$ cat src/rtl/logic_rs.sv
// logic_rs: reservation station for the logic unit with CDB wakeup and an age-ordered registered dispatch stage
module logic_rs #(
  parameter int ENTRIES = 4,
  parameter int TAG_W = 4,
  parameter int DATA_W = 32
) (
  input  logic              clk,
  input  logic              rst_n,
  input  logic              flush,
  input  logic              issue_valid,
  output logic              issue_ready,
  input  logic [1:0]        issue_op,
  input  logic [TAG_W-1:0]  issue_dest,
  input  logic [DATA_W-1:0] issue_vj,
  input  logic [DATA_W-1:0] issue_vk,
  input  logic              issue_vj_ok,
  input  logic              issue_vk_ok,
  input  logic [TAG_W-1:0]  issue_qj,
  input  logic [TAG_W-1:0]  issue_qk,
  input  logic              cdb_valid,
  input  logic [TAG_W-1:0]  cdb_tag,
  input  logic [DATA_W-1:0] cdb_data,
  output logic              fu_valid,
  input  logic              fu_ready,
  output logic [1:0]        fu_op,
  output logic [DATA_W-1:0] fu_in1,
  output logic [DATA_W-1:0] fu_in2,
  output logic [TAG_W-1:0]  fu_dest
);
  localparam int RW = $clog2(ENTRIES);
  localparam int CW = $clog2(ENTRIES + 1);
  logic [ENTRIES-1:0] busy, vj_ok, vk_ok, ready;
  logic [1:0]         op   [ENTRIES];
  logic [TAG_W-1:0]   dest [ENTRIES];
  logic [TAG_W-1:0]   qj   [ENTRIES];
  logic [TAG_W-1:0]   qk   [ENTRIES];
  logic [DATA_W-1:0]  vj   [ENTRIES];
  logic [DATA_W-1:0]  vk   [ENTRIES];
  logic [RW-1:0]      rank [ENTRIES];
  logic [RW-1:0]      sel, ins_idx, new_rank;
  logic [CW-1:0]      cnt;
  logic               any_ready, dispatch, do_issue, j_byp, k_byp;
  assign ready       = busy & vj_ok & vk_ok;
  assign issue_ready = |(~busy);
  assign dispatch    = any_ready & (~fu_valid | fu_ready) & ~flush;
  assign do_issue    = issue_valid & issue_ready & ~flush;
  assign j_byp       = ~issue_vj_ok & cdb_valid & (cdb_tag == issue_qj);
  assign k_byp       = ~issue_vk_ok & cdb_valid & (cdb_tag == issue_qk);
  // oldest ready entry, lowest free slot, and occupancy from registered state
  always_comb begin
    any_ready = 1'b0;
    sel = '0;
    ins_idx = '0;
    cnt = '0;
    for (int i = 0; i < ENTRIES; i++) begin
      if (ready[i] && (!any_ready || rank[i] < rank[sel])) begin
        any_ready = 1'b1;
        sel = RW'(i);
      end
      cnt = cnt + CW'(busy[i]);
    end
    for (int i = ENTRIES - 1; i >= 0; i--)
      if (!busy[i]) ins_idx = RW'(i);
    new_rank = RW'(cnt - CW'(dispatch));
  end
  always_ff @(posedge clk or negedge rst_n) begin
    if (!rst_n) begin
      busy <= '0;
      vj_ok <= '0;
      vk_ok <= '0;
      for (int i = 0; i < ENTRIES; i++) begin
        op[i] <= '0;
        dest[i] <= '0;
        qj[i] <= '0;
        qk[i] <= '0;
        vj[i] <= '0;
        vk[i] <= '0;
        rank[i] <= '0;
      end
      fu_valid <= 1'b0;
      fu_op <= '0;
      fu_in1 <= '0;
      fu_in2 <= '0;
      fu_dest <= '0;
    end else if (flush) begin
      busy <= '0;
      fu_valid <= 1'b0;
    end else begin
      for (int i = 0; i < ENTRIES; i++) begin
        if (dispatch && RW'(i) == sel)
          busy[i] <= 1'b0;
        else if (busy[i]) begin
          if (cdb_valid && !vj_ok[i] && qj[i] == cdb_tag) begin
            vj[i] <= cdb_data;
            vj_ok[i] <= 1'b1;
          end
          if (cdb_valid && !vk_ok[i] && qk[i] == cdb_tag) begin
            vk[i] <= cdb_data;
            vk_ok[i] <= 1'b1;
          end
          if (dispatch && rank[i] > rank[sel]) rank[i] <= rank[i] - RW'(1);
        end else if (do_issue && RW'(i) == ins_idx) begin
          busy[i] <= 1'b1;
          op[i] <= issue_op;
          dest[i] <= issue_dest;
          qj[i] <= issue_qj;
          qk[i] <= issue_qk;
          vj[i] <= j_byp ? cdb_data : issue_vj;
          vk[i] <= k_byp ? cdb_data : issue_vk;
          vj_ok[i] <= issue_vj_ok | j_byp;
          vk_ok[i] <= issue_vk_ok | k_byp;
          rank[i] <= new_rank;
        end
      end
      if (dispatch) begin
        fu_valid <= 1'b1;
        fu_op <= op[sel];
        fu_in1 <= vj[sel];
        fu_in2 <= vk[sel];
        fu_dest <= dest[sel];
      end else if (fu_ready)
        fu_valid <= 1'b0;
    end
  end
endmodule
$ cat config.mk
export PLATFORM = sky130hd
export DESIGN_NAME = logic_rs
export DESIGN_NICKNAME = d
export VERILOG_FILES = /design/src/rtl/logic_rs.sv
export SDC_FILE = /design/constraint.sdc
export NUM_CORES = 1
export LEC_CHECK = 0
export CAP_MARGIN = 20
export CORE_MARGIN = 1.5
export CORE_UTILIZATION = 60
export DETAILED_ROUTE_END_ITERATION = 10
export PLACE_DENSITY = 0.79
export SLEW_MARGIN = 30
export SYNTH_ARGS = -nofsm -noshare
export SYNTH_HDL_FRONTEND = slang
export SYNTH_SLANG_ARGS = --single-unit
export TNS_END_PERCENT = 50
$ cat constraint.sdc
create_clock -name clk -period 11.1 [get_ports clk]
set_clock_uncertainty 0.15 [all_clocks]
set_input_delay 1.11 -clock clk [delete_from_list [all_inputs] [get_ports clk]]
set_output_delay 1.11 -clock clk [all_outputs]
set_load 0.005 [all_outputs]
Word level (Yosys, flattened, before mapping)
Cells that the tools add are included.
W data, S select, Z words.
{ "word_totals": {"register_bits": 403, "input_bits": 122, "wordCells": 297} }
{ "classes": {"addsub": 8, "n_lt_le_gt_ge": 10, "eq_ne": 28, "mux": 110, "bitwise_logic": 29, "n_reduce_logical": 70} }
{ "op_table": {"columns": ["op", "count"], "rows": [
  ["$mux W32", 30],
  ["$bmux W32 S2", 2],
  ["$reduce_and A4 Y1", 16],
  ["$mux W2", 26],
  ["$mux W1", 44],
  ["$eq A4 B4 Y1", 10],
  ["$logic_and A1 B1 Y1", 31],
  ["$ne A2 B1 Y1 const B", 12],
  ["$bmux W2 S2", 4],
  ["$mux W4", 3],
  ["$not A1 Y1", 12],
  ["$logic_not A1 Y1", 11],
  ["$ge A3 B3 Y1 const B", 3],
  ["$and A1 B1 Y1", 8],
  ["$and A4 B4 Y4", 2],
  ["$bmux W4 S2", 1],
  ["$eq A2 B2 Y1 const A", 4],
  ["$gt A2 B2 Y1", 4],
  ["$reduce_bool A2 Y1", 4],
  ["$sub A2 B1 Y2 const B", 4],
  ["$lt A2 B2 Y1", 3],
  ["$not A2 Y3", 2],
  ["$add A2 B1 Y2", 2],
  ["$eq A1 B2 Y1 const A", 2],
  ["other kinds (10)", 15]
]} }

Logic depth before layout (Yosys ltp)
{ "logic_depth": {"word_depth": 31, "ltp_mapped": 26} }

Worst setup path after synthesis
Ideal clock, no wire load.
{ "synth_timing": {"path_kind": "register -> register", "start": "reg rank[7] (netlist name)", "end": "reg rank[2] (netlist name)", "arrival_time_ns": 5.294, "required_time_ns": 10.881, "setup_slack_ns": 5.587, "stages_incl_launch_ff": 26, "synth_period_minus_slack_ns": 5.513, "cell_sequence": "dfrtp_1 inv_1 ha_1 a21oi_1 o21a_1 o21a_1 ha_1 and4_4 a211oi_4 o31ai_1 o221a_4 nor2_1 inv_1 ha_1 o21a_1 o2bb2ai_1 or2_1 buf_2 buf_2 clkbuf_1 a21oi_1 ha_1 nor2_1 maj3_1 a311o_1 nand3_1"} }
{ "synth_via": {"elab_chain_cells": 28, "elab_cells_between_ends": 41} }
{ "synth_lines": {"columns": ["element", "line", "source"], "rows": [
  ["from (decl)", "39", "logic [RW-1:0] rank [ENTRIES];"],
  ["from (signal, indexed assignment)", "112", "rank[i] <= new_rank;"],
  ["$lt A2 B2 Y1", "56", "if (ready[i] && (!any_ready || rank[i] < rank[sel])) begin"],
  ["$logic_or A1 B1 Y1", "56", null],
  ["$logic_and A1 B1 Y1", "56", null],
  ["$mux W1", "56", null],
  ["$not A1 Y3 (not written as such)", "56", null],
  ["$bmux W2 S2", "56", null],
  ["$mux W2 (not written as such) (2 in a row)", "56", null],
  ["$lt A2 B2 Y1", "56", null],
  ["(+10 left out)", null, null],
  ["$mux W2", "56", null],
  ["$not A2 Y3 (not written as such)", "101", "if (dispatch && rank[i] > rank[sel]) rank[i] <= rank[i] - RW'(1);"],
  ["$bmux W2 S2", "101", null],
  ["$mux W2 (not written as such) (2 in a row)", "101", null],
  ["$gt A2 B2 Y1", "101", null],
  ["$logic_and A1 B1 Y1", "101", null],
  ["$ne A2 B1 Y1 (no source line)", null, null],
  ["$reduce_and A4 Y1 (no source line)", null, null]
]} }
Parallel ways exist; a longest one is shown, timed or not. The select of a mux whose other input is x is not followed.
A chain may end at the register's enable or synchronous reset.

Worst setup path in the final report
{ "layout_timing": {"start": "reg busy[1]", "end": "reg rank[6] (netlist name)"} }
{ "layout_via": {"elab_chain_cells": 28, "elab_cells_between_ends": 53} }
{ "layout_lines": {"columns": ["element", "line", "source"], "rows": [
  ["from (decl)", "32", "logic [ENTRIES-1:0] busy, vj_ok, vk_ok, ready;"],
  ["from (signal assigned)", "68", "busy <= '0;"],
  ["from (signal assigned)", "86", "busy <= '0;"],
  ["from (signal, indexed assignment)", "91", "busy[i] <= 1'b0;"],
  ["$and A4 B4 Y4 (2 in a row)", "43", "assign ready = busy & vj_ok & vk_ok;"],
  ["$logic_and A1 B1 Y1", "56", null],
  ["$mux W1", "56", null],
  ["$not A1 Y3 (not written as such)", "56", null],
  ["$bmux W2 S2", "56", null],
  ["$mux W2 (not written as such) (2 in a row)", "56", null],
  ["$lt A2 B2 Y1", "56", null],
  ["$logic_or A1 B1 Y1", "56", null],
  ["(+9 left out)", null, null],
  ["$mux W2", "56", null],
  ["$not A2 Y3 (not written as such)", "101", null],
  ["$bmux W2 S2", "101", null],
  ["$mux W2 (not written as such) (2 in a row)", "101", null],
  ["$gt A2 B2 Y1", "101", null],
  ["$logic_and A1 B1 Y1", "101", null],
  ["$ne A2 B1 Y1 (no source line)", null, null],
  ["$reduce_and A4 Y1 (no source line)", null, null]
]} }
Parallel ways exist; a longest one is shown, timed or not. The select of a mux whose other input is x is not followed.

==> summary.md <==
## Outcome
• run status: complete, no violations

## Logic synthesis
• count of flip-flops with a built-in enable after synthesis: 0
• async set-reset flop share out of synthesis: 100%
• Top FF cell, synth: dfrtp_1
• leading cell types by total area after synthesis: dfrtp_1, mux2i_1, nand2_1
• mean instance size in the synthesized netlist: 9.73 µm²
• Unique masters post-synth: 74
• top cells by count, synth: dfrtp_1, nand2_1, mux2i_1
• fraction of post-synthesis cell area in the top cell type by area: 49.5%
• sequential cell area fraction in the yosys report: 49.5%
• total standard cell area after synthesis: 0.0204 mm²
• cell type with the highest aggregate area in the netlist: dfrtp_1
• number of warnings printed during yosys synthesis: 0
• net count after synthesis: 2,224
• synthesized netlist cell count: 2,092
• most frequent cell after synthesis: dfrtp_1
• register bit count reported by yosys: 403

## Floorplan
• core area: 0.0334 mm²
• floorplan die area: 0.0351 mm²
• Horiz. Die Dim: 187 µm
• Top-Level Pins: 194
• number of placement rows: 67
• Initial Utilization: 60.9%
• vertical die dimension: 187 µm

## STA
• maximum frequency from static timing analysis: 0.137 GHz
• RSZ-0062 raised after global routing: no
• final-layout setup total negative slack: 0 ps
• pins over their slew limit: 0
• endpoints failing hold: 0
• Final Critical Period: 7290 ps
• share of the clock period used by the worst path after layout: 65.7%
• normalized max-slew margin: 32.9%
• total of endpoints with negative setup slack in the final report: 0
• transition time at the pin with the least slew margin: 1010 ps

## Final layout
• FILL cells: 2,527
• number of standard cells in the final layout excluding fillers: 2,643
• Area Growth Syn to Fin: 16.5%
• Final #Nets: 2,300
• number of antenna diodes: 0
• layout cells sized above 1: 7.84%
• area of combinational cells with multiple inputs: 0.00945 mm²
• register area: 0.0101 mm²

## Setup path
• slowest cell on the critical path: o21a_2
• CP Capture Type: flop
• Crit Reg-Reg Endpoint: rank[6]
• depth of the worst register-to-register path: 20
• peak fanout along the critical path: 83
• flop2flop setup slack: 3810 ps
• arrival time of data at the critical path endpoint: 7530 ps
• required time at the endpoint of the critical path: 11,340 ps
• max incr delay on CP: 870 ps
• worst path cell trace: inv_2 -> nor3_1 -> o21a_2 -> o21a_1 -> ha_1 -> o21ai_0 -> o31ai_1 -> nor3_2 -> nor2_1 -> inv_1 -> ha_1 -> o21a_1 -> o2bb2ai_1 -> or2_4 -> buf_6 -> nor3_4 -> buf_6 -> nor4_1 -> and3_1 -> a2111oi_2
• type of element launching the critical path: flop
• Reg-to-Reg Start: busy[1]
• critical path class: reg2reg

## Worst hold path
• Hold EP: fu_in2[27]
• launch instance of the worst min-delay path: fu_in2[27]
• Hold WC Path Type: reg2reg
• hold path depth: 2

## Clocking
• cell at the root of the clock tree: clkbuf_16
• number of setup buffers added after CTS: 0
• number of gates resized after CTS: 0
• deepest level of the CTS H-tree: 2
• Clk Latency, worst-skew pair: 550 ps
• Clk pin slew, worst setup/hold paths: 70 ps
• Sinks on Clock Net: 403
• CTS tree: yes
• Clock Tree Buf Depth: 3
• CTS Hold Buffers Added: 0
• CTS buffer count: 43

## Routing
• drt initial violations: 1,501
• DR pass1 iterations: 5
• routed wire length: 59.3 mm
• average routed wire per standard cell: 22.4 µm
• via total after detailed routing: 16,700
• final antenna-violating net count: 0
• DRC violation count after routing: 0
• number of vias per cell after detailed routing: 6.33

## Global route
• GR Util All Layers: 34.1%
• largest net degree at the start of global routing: 142
• wire length of the first global-routing pass: 94.1 mm
• initial antenna violation count: 3
• via count of the first global-routing pass: 16,800
• total grt overflow: 0

## Place
• routability cong.: 0.917
• Port-buffer cells: 193
• placed cell count: 2,570
• detailed placer's ending HPWL: 35.1 mm

## Power and ir drop
• worst-case vdd ir drop: 168 µV
• pwr/cell area: 203 mW/mm²
• Leakage Power: 11.7 nW

## Run
• MaxCap Viol Count: 0

-- logic make-up (layout without fill, tap and decap cells) --
family / after synthesis / in the layout / synth area share (%)
fa+ha+maj: 12 / 12 / 0.756
flops: 403 / 403 / 49.5
simple gates: 575 / 575 / 11.8
mux: 300 / 300 / 15.0
buf+inv: 220 / 323 / 4.69
xor+xnor: 36 / 36 / 1.55
compound gates: 546 / 546 / 16.7
-- power by group --
| group | switching [W] | total, W | leakage, nW | internal, W |
|---|---|---|---|---|
| combinational | 0.000631 | 0.00125 | 5.82 | 0.000617 |
| clock | 0.000589 | 0.00138 | 0.642 | 0.000789 |
| sequential | 0.000299 | 0.00219 | 5.20 | 0.00189 |
| total | 0.00152 | 0.00482 | 11.7 | 0.00330 |
-- flip-flops by register name (all words and copies together), names as in the netlist, 8 cells and up --
name and count:
vj 128, vk 128, fu_in1 32, fu_in2 32, dest 16, qj 16, qk 16, op 8
rank 8
-- worst max-delay path by stage --
stage               startpoint  cells after the start  slack [ps]  endpoint
floorplan              rank[7]                     25        5590   rank[2]
global placement       busy[1]                     20        3750   rank[6]
detailed placement     busy[1]                     20        3610   rank[6]
CTS                    busy[1]                     20        3570   rank[6]
global route           busy[1]                     20        3220   rank[6]
finish                 busy[1]                     20        3810   rank[6]
-- area by class of cell --
cell class | instances | share of cell area, %
repair buffers | 221 | 9.25
clock buffers | 62 | 5.01
clock inverters | 10 | 0.501
flip-flops and latches | 403 | 42.5
well taps | 448 | 2.36
inverters | 30 | 0.480
multi-input cells | 1469 | 39.9
-- metal layers --
layer	up-vias	track usage (%)	wire length, µm	share of wire [%]
li1	7523	-	-	-
met1	8358	47.0	24900	42
met2	695	54.8	28000	47
met3	144	5.65	4450	7.5
met4	6	12.2	1860	3.1
met5	-	0	42	0.071
-- worst max-delay path, delay by kind of cell (launching register included) --
family                     cells  cell delay, ps
and+or+nand+nor                7            2120
AOI/OAI and AO/OA              7            2370
DFF                            1             610
buffers and inverters          4            1260
adders and majority gates      2             460
-- cell usage in the layout, fill, tap and decap left out, types with 3 or more instances in the layout --
master / instances
clkbuf_16: 43
a221oi_1: 71
nand4_1: 3
o21a_1: 3
ha_1: 9
nor2b_1: 4
nand2_2: 6
xor2_1: 25
o211ai_1: 4
a22oi_1: 49
mux2_1: 7
o21ai_0: 176
nor3_2: 3
xnor2_1: 11
a21oi_1: 35
inv_1: 27
nand2_1: 398
nor4_1: 3
o21ai_1: 164
nand2b_1: 3
buf_6: 4
clkinv_2: 7
mux2_2: 35
clkdlybuf4s50_1: 192
nor3_1: 15
dfrtp_1: 403
mux2i_1: 257
nand3_1: 37
a41o_1: 8
nor2_4: 9
and3_1: 4
buf_4: 22
clkbuf_8: 4
and4_1: 4
clkbuf_1: 15
nor2_1: 68
-- metrics by stage --
| stage | cell area [µm²] | total power [W] | hold WS (ps) | util (%) | setup WS [ps] |
|---|---|---|---|---|---|
| 4_1_cts | 23700 | 0.00482 | 332 | 70.8 | 3570 |
| 6_report | 23700 | 0.00482 | 328 | 70.9 | 3810 |
| 3_5_place_dp | 22400 | 0.00344 | 319 | 66.9 | 3610 |
| 3_3_place_gp | 22400 | 0.00338 | 309 | 66.9 | 3750 |
| 2_1_floorplan | 20400 | 0.00282 | 295 | - | 5590 |
| 5_1_grt | 23700 | 0.00507 | 346 | 70.9 | 3220 |
Note: power is estimated with default switching activity, not from simulation.
